## src/rtl/decoder_pkg.sv

```systemverilog
// rtl/decoder_pkg.sv - shared decoder frame constants and message FSM state type
// Used by decoder_msg_fsm, msg_word_holdreg and the decoder DRAM WREQ FSM.
package decoder_pkg;

  localparam int BITS_PER_PIX     = 8;
  localparam int FRAME_COLS       = 1280;
  localparam int FRAME_ROWS       = 720;
  localparam int DCT_BLOCK_DIM    = 8;
  localparam int NIBBLES_PER_WORD = 8;
  localparam int MSG_WORD_W       = 4 * NIBBLES_PER_WORD;
  localparam int BLOCKS_PER_FRAME = FRAME_ROWS * FRAME_COLS / (DCT_BLOCK_DIM * DCT_BLOCK_DIM);
  localparam int WORDS_PER_FRAME  = (BLOCKS_PER_FRAME + NIBBLES_PER_WORD - 1) / NIBBLES_PER_WORD;

  typedef enum logic [1:0] {
    IDLE    = 2'd0,
    COLLECT = 2'd1,
    DRAIN   = 2'd2
  } dec_msg_state_t;

endpackage

```

## src/rtl/msg_word_holdreg.sv

```systemverilog
// rtl/msg_word_holdreg.sv - single-entry packed-word hold register with outFIFO handshake
// Ports:
//   clk, rst       clock, async active-high reset
//   clr_err        clears the sticky overflow flag (new frame armed)
//   load, load_data a completed word is offered this cycle
//   has_space      outFIFO can accept a word this cycle
//   hold_valid     the register holds an unwritten word
//   wr_en, wdata   outFIFO write strobe and data
//   overflow_err   sticky: a word was offered while the held word was blocked
module msg_word_holdreg
  import decoder_pkg::*;
(
  input  logic                  clk,
  input  logic                  rst,
  input  logic                  clr_err,
  input  logic                  load,
  input  logic [MSG_WORD_W-1:0] load_data,
  input  logic                  has_space,
  output logic                  hold_valid,
  output logic                  wr_en,
  output logic [MSG_WORD_W-1:0] wdata,
  output logic                  overflow_err
);

  logic blocked;

  // Held word cannot leave this cycle; a new word arriving now has nowhere to go.
  assign blocked = hold_valid && !has_space;
  // Combinational from hold_valid so a write can never coincide with has_space=0.
  assign wr_en   = hold_valid && has_space;

  always_ff @(posedge clk or posedge rst) begin
    if (rst) begin
      hold_valid   <= 1'b0;
      wdata        <= '0;
      overflow_err <= 1'b0;
    end else begin
      if (clr_err) begin
        overflow_err <= 1'b0;
      end else if (load && blocked) begin
        overflow_err <= 1'b1;
      end

      // A write and a reload in the same cycle is legal: the old word leaves
      // on wr_en while the new one takes its place.
      if (load && !blocked) begin
        wdata      <= load_data;
        hold_valid <= 1'b1;
      end else if (wr_en) begin
        hold_valid <= 1'b0;
      end
    end
  end

endmodule

```

## src/rtl/decoder_msg_fsm.sv

```systemverilog
// rtl/decoder_msg_fsm.sv - decoder message nibble collector, word packer and frame sequencer
// Ports:
//   decoder_clk, decoder_reset        clock, async active-high reset
//   begin_decoding                    arms a new frame (honoured in IDLE only)
//   nibble_valid, msg_bits_in[3:0]    one extracted nibble per 8x8 block, bit i from channel i
//   msg_outfifo_has_space             outFIFO can accept a word this cycle
//   msg_outfifo_wr_en, _wdata[31:0]   packed word write
//   msg_fsm_ready                     upstream may start another cimg read
//   done_decoding                     one-cycle pulse after the frame's last word is written
//   overflow_err                      sticky: a completed word was dropped
module decoder_msg_fsm
  import decoder_pkg::*;
#(
  parameter int NUM_COLS  = FRAME_COLS,
  parameter int NUM_ROWS  = FRAME_ROWS,
  parameter int BLOCK_DIM = DCT_BLOCK_DIM
) (
  input  logic                  decoder_clk,
  input  logic                  decoder_reset,
  input  logic                  begin_decoding,
  input  logic                  nibble_valid,
  input  logic [3:0]            msg_bits_in,
  input  logic                  msg_outfifo_has_space,
  output logic                  msg_outfifo_wr_en,
  output logic [MSG_WORD_W-1:0] msg_outfifo_wdata,
  output logic                  msg_fsm_ready,
  output logic                  done_decoding,
  output logic                  overflow_err
);

  localparam int FRAME_BLOCKS = NUM_ROWS * NUM_COLS / (BLOCK_DIM * BLOCK_DIM);
  localparam int BLK_W        = (FRAME_BLOCKS > 1) ? $clog2(FRAME_BLOCKS) : 1;

  dec_msg_state_t        state, state_next;
  logic [2:0]            nib_cnt;
  logic [BLK_W-1:0]      blk_cnt;
  logic [MSG_WORD_W-1:0] shift_reg;
  logic [MSG_WORD_W-1:0] packed_word;
  logic                  arm;
  logic                  take_nibble;
  logic                  last_nibble;
  logic                  word_done;
  logic                  hold_valid;

  assign arm         = (state == IDLE) && begin_decoding;
  assign take_nibble = (state == COLLECT) && nibble_valid;
  assign last_nibble = take_nibble && (blk_cnt == BLK_W'(FRAME_BLOCKS - 1));
  assign word_done   = take_nibble && ((nib_cnt == 3'(NIBBLES_PER_WORD - 1)) || last_nibble);

  // Slot nib_cnt of the word; slot 0 is bits [3:0], matching encoder consumption order.
  assign packed_word = shift_reg | (MSG_WORD_W'(msg_bits_in) << {nib_cnt, 2'b00});

  always_ff @(posedge decoder_clk or posedge decoder_reset) begin
    if (decoder_reset) begin
      state <= IDLE;
    end else begin
      state <= state_next;
    end
  end

  always_comb begin
    state_next    = state;
    done_decoding = 1'b0;
    case (state)
      IDLE: begin
        if (begin_decoding) state_next = COLLECT;
      end
      COLLECT: begin
        if (last_nibble) state_next = DRAIN;
      end
      DRAIN: begin
        // hold_valid drops on the edge that completes the final write,
        // so this pulse lands exactly one cycle after the last wr_en.
        if (!hold_valid) begin
          done_decoding = 1'b1;
          state_next    = IDLE;
        end
      end
      default: state_next = IDLE;
    endcase
  end

  always_ff @(posedge decoder_clk or posedge decoder_reset) begin
    if (decoder_reset) begin
      nib_cnt   <= '0;
      blk_cnt   <= '0;
      shift_reg <= '0;
    end else if (arm) begin
      nib_cnt   <= '0;
      blk_cnt   <= '0;
      shift_reg <= '0;
    end else if (take_nibble) begin
      // blk_cnt parks on the last block; the FSM leaves COLLECT on that nibble.
      if (!last_nibble) blk_cnt <= blk_cnt + BLK_W'(1);
      if (word_done) begin
        nib_cnt   <= '0;
        shift_reg <= '0;
      end else begin
        nib_cnt   <= nib_cnt + 3'd1;
        shift_reg <= packed_word;
      end
    end
  end

  msg_word_holdreg u_holdreg (
    .clk          (decoder_clk),
    .rst          (decoder_reset),
    .clr_err      (arm),
    .load         (word_done),
    .load_data    (packed_word),
    .has_space    (msg_outfifo_has_space),
    .hold_valid   (hold_valid),
    .wr_en        (msg_outfifo_wr_en),
    .wdata        (msg_outfifo_wdata),
    .overflow_err (overflow_err)
  );

  assign msg_fsm_ready = (state == COLLECT) && !(hold_valid && !msg_outfifo_has_space);

endmodule
```

## config.mk

```make
export PLATFORM = sky130hd
export DESIGN_NAME = decoder_msg_fsm
export DESIGN_NICKNAME = d
export VERILOG_FILES = /design/src/rtl/decoder_pkg.sv /design/src/rtl/msg_word_holdreg.sv /design/src/rtl/decoder_msg_fsm.sv
export SDC_FILE = /design/constraint.sdc
export NUM_CORES = 1
export LEC_CHECK = 0
export BUFFER_PORTS_ARGS = -buffer_cell sky130_fd_sc_hd__buf_2
export CORE_MARGIN = 2
export CORE_UTILIZATION = 55
export CTS_BUF_LIST = sky130_fd_sc_hd__clkbuf_8
export CTS_CLUSTER_DIAMETER = 150
export CTS_CLUSTER_SIZE = 20
export DETAILED_ROUTE_END_ITERATION = 7
export PLACE_DENSITY = 0.85
export SYNTH_ARGS = -nofsm -noshare
export SYNTH_HDL_FRONTEND = slang
export SYNTH_HIERARCHICAL = 1
export SYNTH_SLANG_ARGS = --single-unit
```

## constraint.sdc

```tcl
create_clock -name decoder_clk -period 5.65 [get_ports decoder_clk]
set_input_delay 1.13 -clock decoder_clk [delete_from_list [all_inputs] [get_ports decoder_clk]]
set_output_delay 1.13 -clock decoder_clk [all_outputs]
set_load 0.005 [all_outputs]
```

### Word level (Yosys, flattened, before mapping)

Cells that the tools add are included.

* register bits: 85
* input bits: 9
* output and inout port bits: 36
* word-level logic and storage cells: 56

* add/sub/neg operators: 2
* eq/ne operators: 8
* shift-type cells: 1
* muxes and demuxes: 19
* bitwise gates (word level): 1
* reductions and logical operators: 18

Operators by type and width (count)
* $mux W32: 3
* $mux W14: 3
* $or A32 B32 Y32: 1
* $shl A4 B5 Y32: 1
* $add A14 B1 Y14 const B: 1
* $eq A14 B14 Y1 const B: 1
* $logic_and A1 B1 Y1: 9
* $mux W3: 3
* $ne A2 B2 Y1 const B: 4
* $mux W1: 6
* $mux W2: 3
* $pmux W2 S3: 1
* $reduce_bool A2 Y1: 3
* $add A3 B1 Y3 const B: 1
* $eq A3 B3 Y1 const B: 1
* $reduce_and A3 Y1: 1
* $eq A2 B1 Y1 const B: 1
* $eq A2 B2 Y1 const B: 1
* $logic_not A1 Y1: 2
* $logic_not A2 Y1: 1
* $reduce_and A2 Y1: 1
* $logic_or A1 B1 Y1: 1

### Logic depth before layout (Yosys ltp)

* depth after elaboration: 8
* mapped depth: 10
* depth with buffers taken out: 7

### By module

The synthesis kept the hierarchy.

Modules (own cells, without submodules)
* decoder_msg_fsm: instances 1, cells an instance 223, area each 2572.5 um^2, sequential area each 1276.2 um^2
* msg_word_holdreg: instances 1, cells an instance 77, area each 1441.4 um^2, sequential area each 850.8 um^2

### Least setup slack after synthesis

Ideal clock, no wire load.

* kind: input -> output
* start point: input port msg_outfifo_has_space
* end point: output port msg_fsm_ready
* arrival time: 1405 ps
* required time: 4520 ps
* slack: 3115 ps
* stages on the path: 2
* buffers on the path: 0
* cells stage by stage: inv_1 -> a211oi_1

* word-level cells in the longest chain between the ends: 4

Ends and longest elaborated chain
* start, declared: line decoder_msg_fsm.sv:23 `input logic msg_outfifo_has_space,`
* $logic_not A1 Y1: line decoder_msg_fsm.sv:118 `assign msg_fsm_ready = (state == COLLECT) && !(hold_valid && !msg_outfifo_has_space);`
* $logic_and A1 B1 Y1: line decoder_msg_fsm.sv:118
* $logic_not A1 Y1: line decoder_msg_fsm.sv:118
* $logic_and A1 B1 Y1: line decoder_msg_fsm.sv:118
* end, declared: line decoder_msg_fsm.sv:26 `output logic msg_fsm_ready,`

Every way passes these cells.

### Final worst setup path

* start point: register nib_cnt[0]
* end point: register u_holdreg.wdata[2]

* word-level cells in the longest chain between the ends: 4
* elaborated cells on any way between the ends: 6
* those cells by class: eq/ne (1); shift (1); bitwise (1); reduce/logical (3)

Ends and longest elaborated chain
* start, declared: line decoder_msg_fsm.sv:35 `logic [2:0] nib_cnt;`
* start signal, assigned: line decoder_msg_fsm.sv:99 `nib_cnt <= nib_cnt + 3'd1;`
* $eq A3 B3 Y1: line decoder_msg_fsm.sv:48 `assign word_done = take_nibble && ((nib_cnt == 3'(NIBBLES_PER_WORD - 1)) || last_nibble);`
* $logic_or A1 B1 Y1: line decoder_msg_fsm.sv:48
* $logic_and A1 B1 Y1: line decoder_msg_fsm.sv:48
* net word_done: line decoder_msg_fsm.sv:42 `logic word_done;`
* $logic_and A1 B1 Y1: line msg_word_holdreg.sv:46 `if (load && !blocked) begin`
* end signal, assigned: line msg_word_holdreg.sv:47 `wdata <= load_data;`
* end, declared: line msg_word_holdreg.sv:21 `output logic [MSG_WORD_W-1:0] wdata,`

The timed path passes the listed nets, and every way through them passes these cells.
A chain may end at the register's enable or synchronous reset.

==> implementation parameters <==
Parameter                              Value

Timing
  Worst-case clock skew ... 7.14 ps
  Fin. max-slew vios ... 0
  Setup repair after global routing missed its margin ... false
  Sum of negative setup slack ... 0 ps
  Min cycle time layout ... 2900 ps
  Upper clock frequency limit ... 344 MHz
  Worst slew slack as a fraction of its limit ... 0.289
  Final worst-path cycle share ... 0.514
  Final hold vios ... 0
  Slew @ Worst Pin ... 1070 ps
  Number of failing setup endpoints in the final timing report ... 0

Status
  Outcome ... finished clean

Logic synthesis
  Share of Yosys cell area claimed by the top area cell type ... 0.530
  Flip-flop cell with the highest count after synthesis ... sky130_fd_sc_hd__dfrtp_1
  Sequential area share after synthesis ... 0.530
  Syn Nets ... 312
  EDFF count, synth ... 0
  Unique cell type count in the Yosys netlist ... 51
  Post-synthesis sequential element count ... 85
  Synth area leaders ... sky130_fd_sc_hd__dfrtp_1, sky130_fd_sc_hd__mux2_4, sky130_fd_sc_hd__a32o_1
  Asr flop ratio synth ... 1.00
  Mean Syn Cell Area ... 13.4 um2
  Cell type with the largest total area after synthesis ... sky130_fd_sc_hd__dfrtp_1
  Number of standard cells after synthesis ... 300
  Synth warnings ... 6
  Post-synthesis instance area ... 0.00401 mm2

Floorplanning
  Effective utilization at floorplan ... 0.559
  Die Outline Area ... 0.00800 mm2
  Die outline height ... 89.4 um
  Number of top-level pins ... 45
  Core outline area ... 0.00718 mm2
  Number of core rows ... 31
  Width of the die ... 89.4 um

Pwr
  Static leakage ... 2.33 nW
  Worst VDD drop ... 0.335 mV
  Power density over the cells ... 495 mW/mm2

Placement
  Quantity of I/O buffers inserted on ports ... 44
  Final HPWL from detailed placement ... 5060 um
  Number of instances in the placed design ... 426
  Placer's final routability congestion estimate ... 0.802

Setup path
  Element type at the critical path start ... flop
  Largest driver fanout on the critical path ... 36
  Endpoint type of the worst setup path ... flop
  Req. time, crit path ... 5880 ps
  Critical path data arrival time ... 3140 ps
  Category of the most critical setup path ... reg -> reg

Clock network
  Clock Path Buffers ... 2
  CTS Sinks ... 85
  Quantity of hold-fixing buffers added after cts ... 0
  Worst-path clk slew ... 90 ps
  # H-tree levels ... 3
  Clock tree root driver cell ... sky130_fd_sc_hd__clkbuf_8
  Post-CTS setup buffer count ... 0
  Cts bufs inserted ... 9
  Number of gates resized after CTS ... 0
  Worst skew pair latency ... 350 ps
  Clock tree from TritonCTS ... done

Route
  Wire length on met2 ... 3860 um
  Length of routed met3 wiring ... 344 um
  Count of antenna-violating nets left after detailed routing ... 0
  First-pass DRT Iterations ... 5
  Detailed-route via count ... 2733
  Top metal layer carrying routed signals ... met4
  Initial detailed-routing violation count ... 263
  Post-detailed-route wirelength per cell ... 17.9 um
  Number of DRC violations after detailed routing ... 0
  Average via count per standard cell ... 6.18
  Detailed-routing wirelength on met1 ... 3590 um
  Wire length after detailed routing ... 7910 um

Layout
  Sequential cell area ... 0.00213 mm2
  Layout net count ... 350
  Proportion of layout cells with a drive suffix above 1 ... 0.364
  Most common cell after layout, fill and taps aside ... sky130_fd_sc_hd__dfrtp_1
  Area growth from synthesis to final layout ... 11.4%
  Most frequent cells in the layout ... sky130_fd_sc_hd__dfrtp_1, sky130_fd_sc_hd__buf_2, sky130_fd_sc_hd__a32o_1
  Number of antenna cells inserted ... 0
  Non-filler instance count after layout ... 442
  Filler cell count in the final layout ... 540
  Area taken by multi-input logic gates ... 0.00168 mm2
  Final standard cell utilization of the core ... 0.623

Global route
  Total global routing overflow ... 0
  Overall Global Routing Usage ... 0.212
  Number of antenna violations at the first check in global routing ... 0
  Via count of the first global-routing pass ... 2546
  First-pass GRT wire length ... 12900 um
  Pin count of the biggest net entering global routing ... 52

Run
  Max_cap viols ... 0

Min path
  Class of the most critical hold timing path ... reg -> reg
-- layout make-up --
class                      count  area share
tap                           99      0.0277
sequential                    85       0.476
multi-input combinational    184       0.376
timing repair buffer          48      0.0560
clock inverter                 6      0.0249
inverter                      10     0.00840
clock buffer                  10      0.0308
-- critical path, stage by stage (launching register included) --
cell and delay, ps:
sky130_fd_sc_hd__dfrtp_1 660, sky130_fd_sc_hd__ha_1 350, sky130_fd_sc_hd__ha_1 170, sky130_fd_sc_hd__inv_1 60
sky130_fd_sc_hd__o41a_1 130, sky130_fd_sc_hd__buf_4 350, sky130_fd_sc_hd__nor2_1 160, sky130_fd_sc_hd__nand2_4 470
sky130_fd_sc_hd__mux2_2 400
-- layer usage --
layer  track usage  up-vias
li1              -     1222
met1         0.304     1411
met2         0.331       90
met3        0.0323       10
met4        0.0706        0
met5             0        -
-- through the flow --
| stage | setup WS (ps) | total power (W) | hold slack, ps | instance area (um2) |
|---|---|---|---|---|
| finish | 2750 | 0.00221 | 497 | 4470 |
| global route | 2540 | 0.00234 | 512 | 4470 |
| CTS | 2740 | 0.00222 | 501 | 4470 |
| detailed placement | 2780 | 0.00170 | 482 | 4220 |
| global placement | 2820 | 0.00165 | 474 | 4220 |
| floorplan | 3110 | 0.00150 | 462 | 4010 |
-- final timing paths --
check	start	endpoint	slack [ps]	depth (start not counted)
min	shift_reg[17]$_DFFE_PP0P_	shift_reg[17]$_DFFE_PP0P_	500	1
max in group asynchronous	decoder_reset	shift_reg[24]$_DFFE_PP0P_	3940	2
max reg2reg	nib_cnt[0]$_DFFE_PP0P_	u_holdreg/wdata[2]$_DFFE_PP0P_	2750	8
max	nib_cnt[0]$_DFFE_PP0P_	u_holdreg/wdata[2]$_DFFE_PP0P_	2750	8
min in group asynchronous	decoder_reset	u_holdreg/wdata[18]$_DFFE_PP0P_	880	3
min reg2reg	shift_reg[17]$_DFFE_PP0P_	shift_reg[17]$_DFFE_PP0P_	500	1
-- synthesized netlist by cell type, types with 4 or more instances --
library cell / number
sky130_fd_sc_hd__a21o_1: 16
sky130_fd_sc_hd__mux2_4: 30
sky130_fd_sc_hd__nor2_1: 10
sky130_fd_sc_hd__o211ai_1: 4
sky130_fd_sc_hd__a32o_1: 33
sky130_fd_sc_hd__nand3_1: 8
sky130_fd_sc_hd__nand2_1: 10
sky130_fd_sc_hd__dfrtp_1: 85
sky130_fd_sc_hd__mux2i_1: 4
sky130_fd_sc_hd__inv_1: 10
sky130_fd_sc_hd__o31ai_1: 4
sky130_fd_sc_hd__clkbuf_1: 12
sky130_fd_sc_hd__a31o_2: 17
sky130_fd_sc_hd__nor2b_1: 6
-- report_power, final --
group | switching [W] | internal (W)
Clock | 0.000217 | 0.000306
Combinational | 0.000292 | 0.000409
Sequential | 0.000156 | 0.000834
Total | 0.000666 | 0.00155
-- logic make-up after synthesis --
| logic type | Yosys count | synth area share |
|---|---|---|
| XOR/XNOR | 2 | 0.00436 |
| buffers and inverters | 31 | 0.0514 |
| AND/OR/NAND/NOR | 55 | 0.0817 |
| AO/OA/AOI/OAI | 88 | 0.195 |
| adder cells (fa/ha/maj) | 3 | 0.00935 |
| multiplexers | 36 | 0.128 |
| flip-flops | 85 | 0.530 |
(Power assumes the default switching activity.)
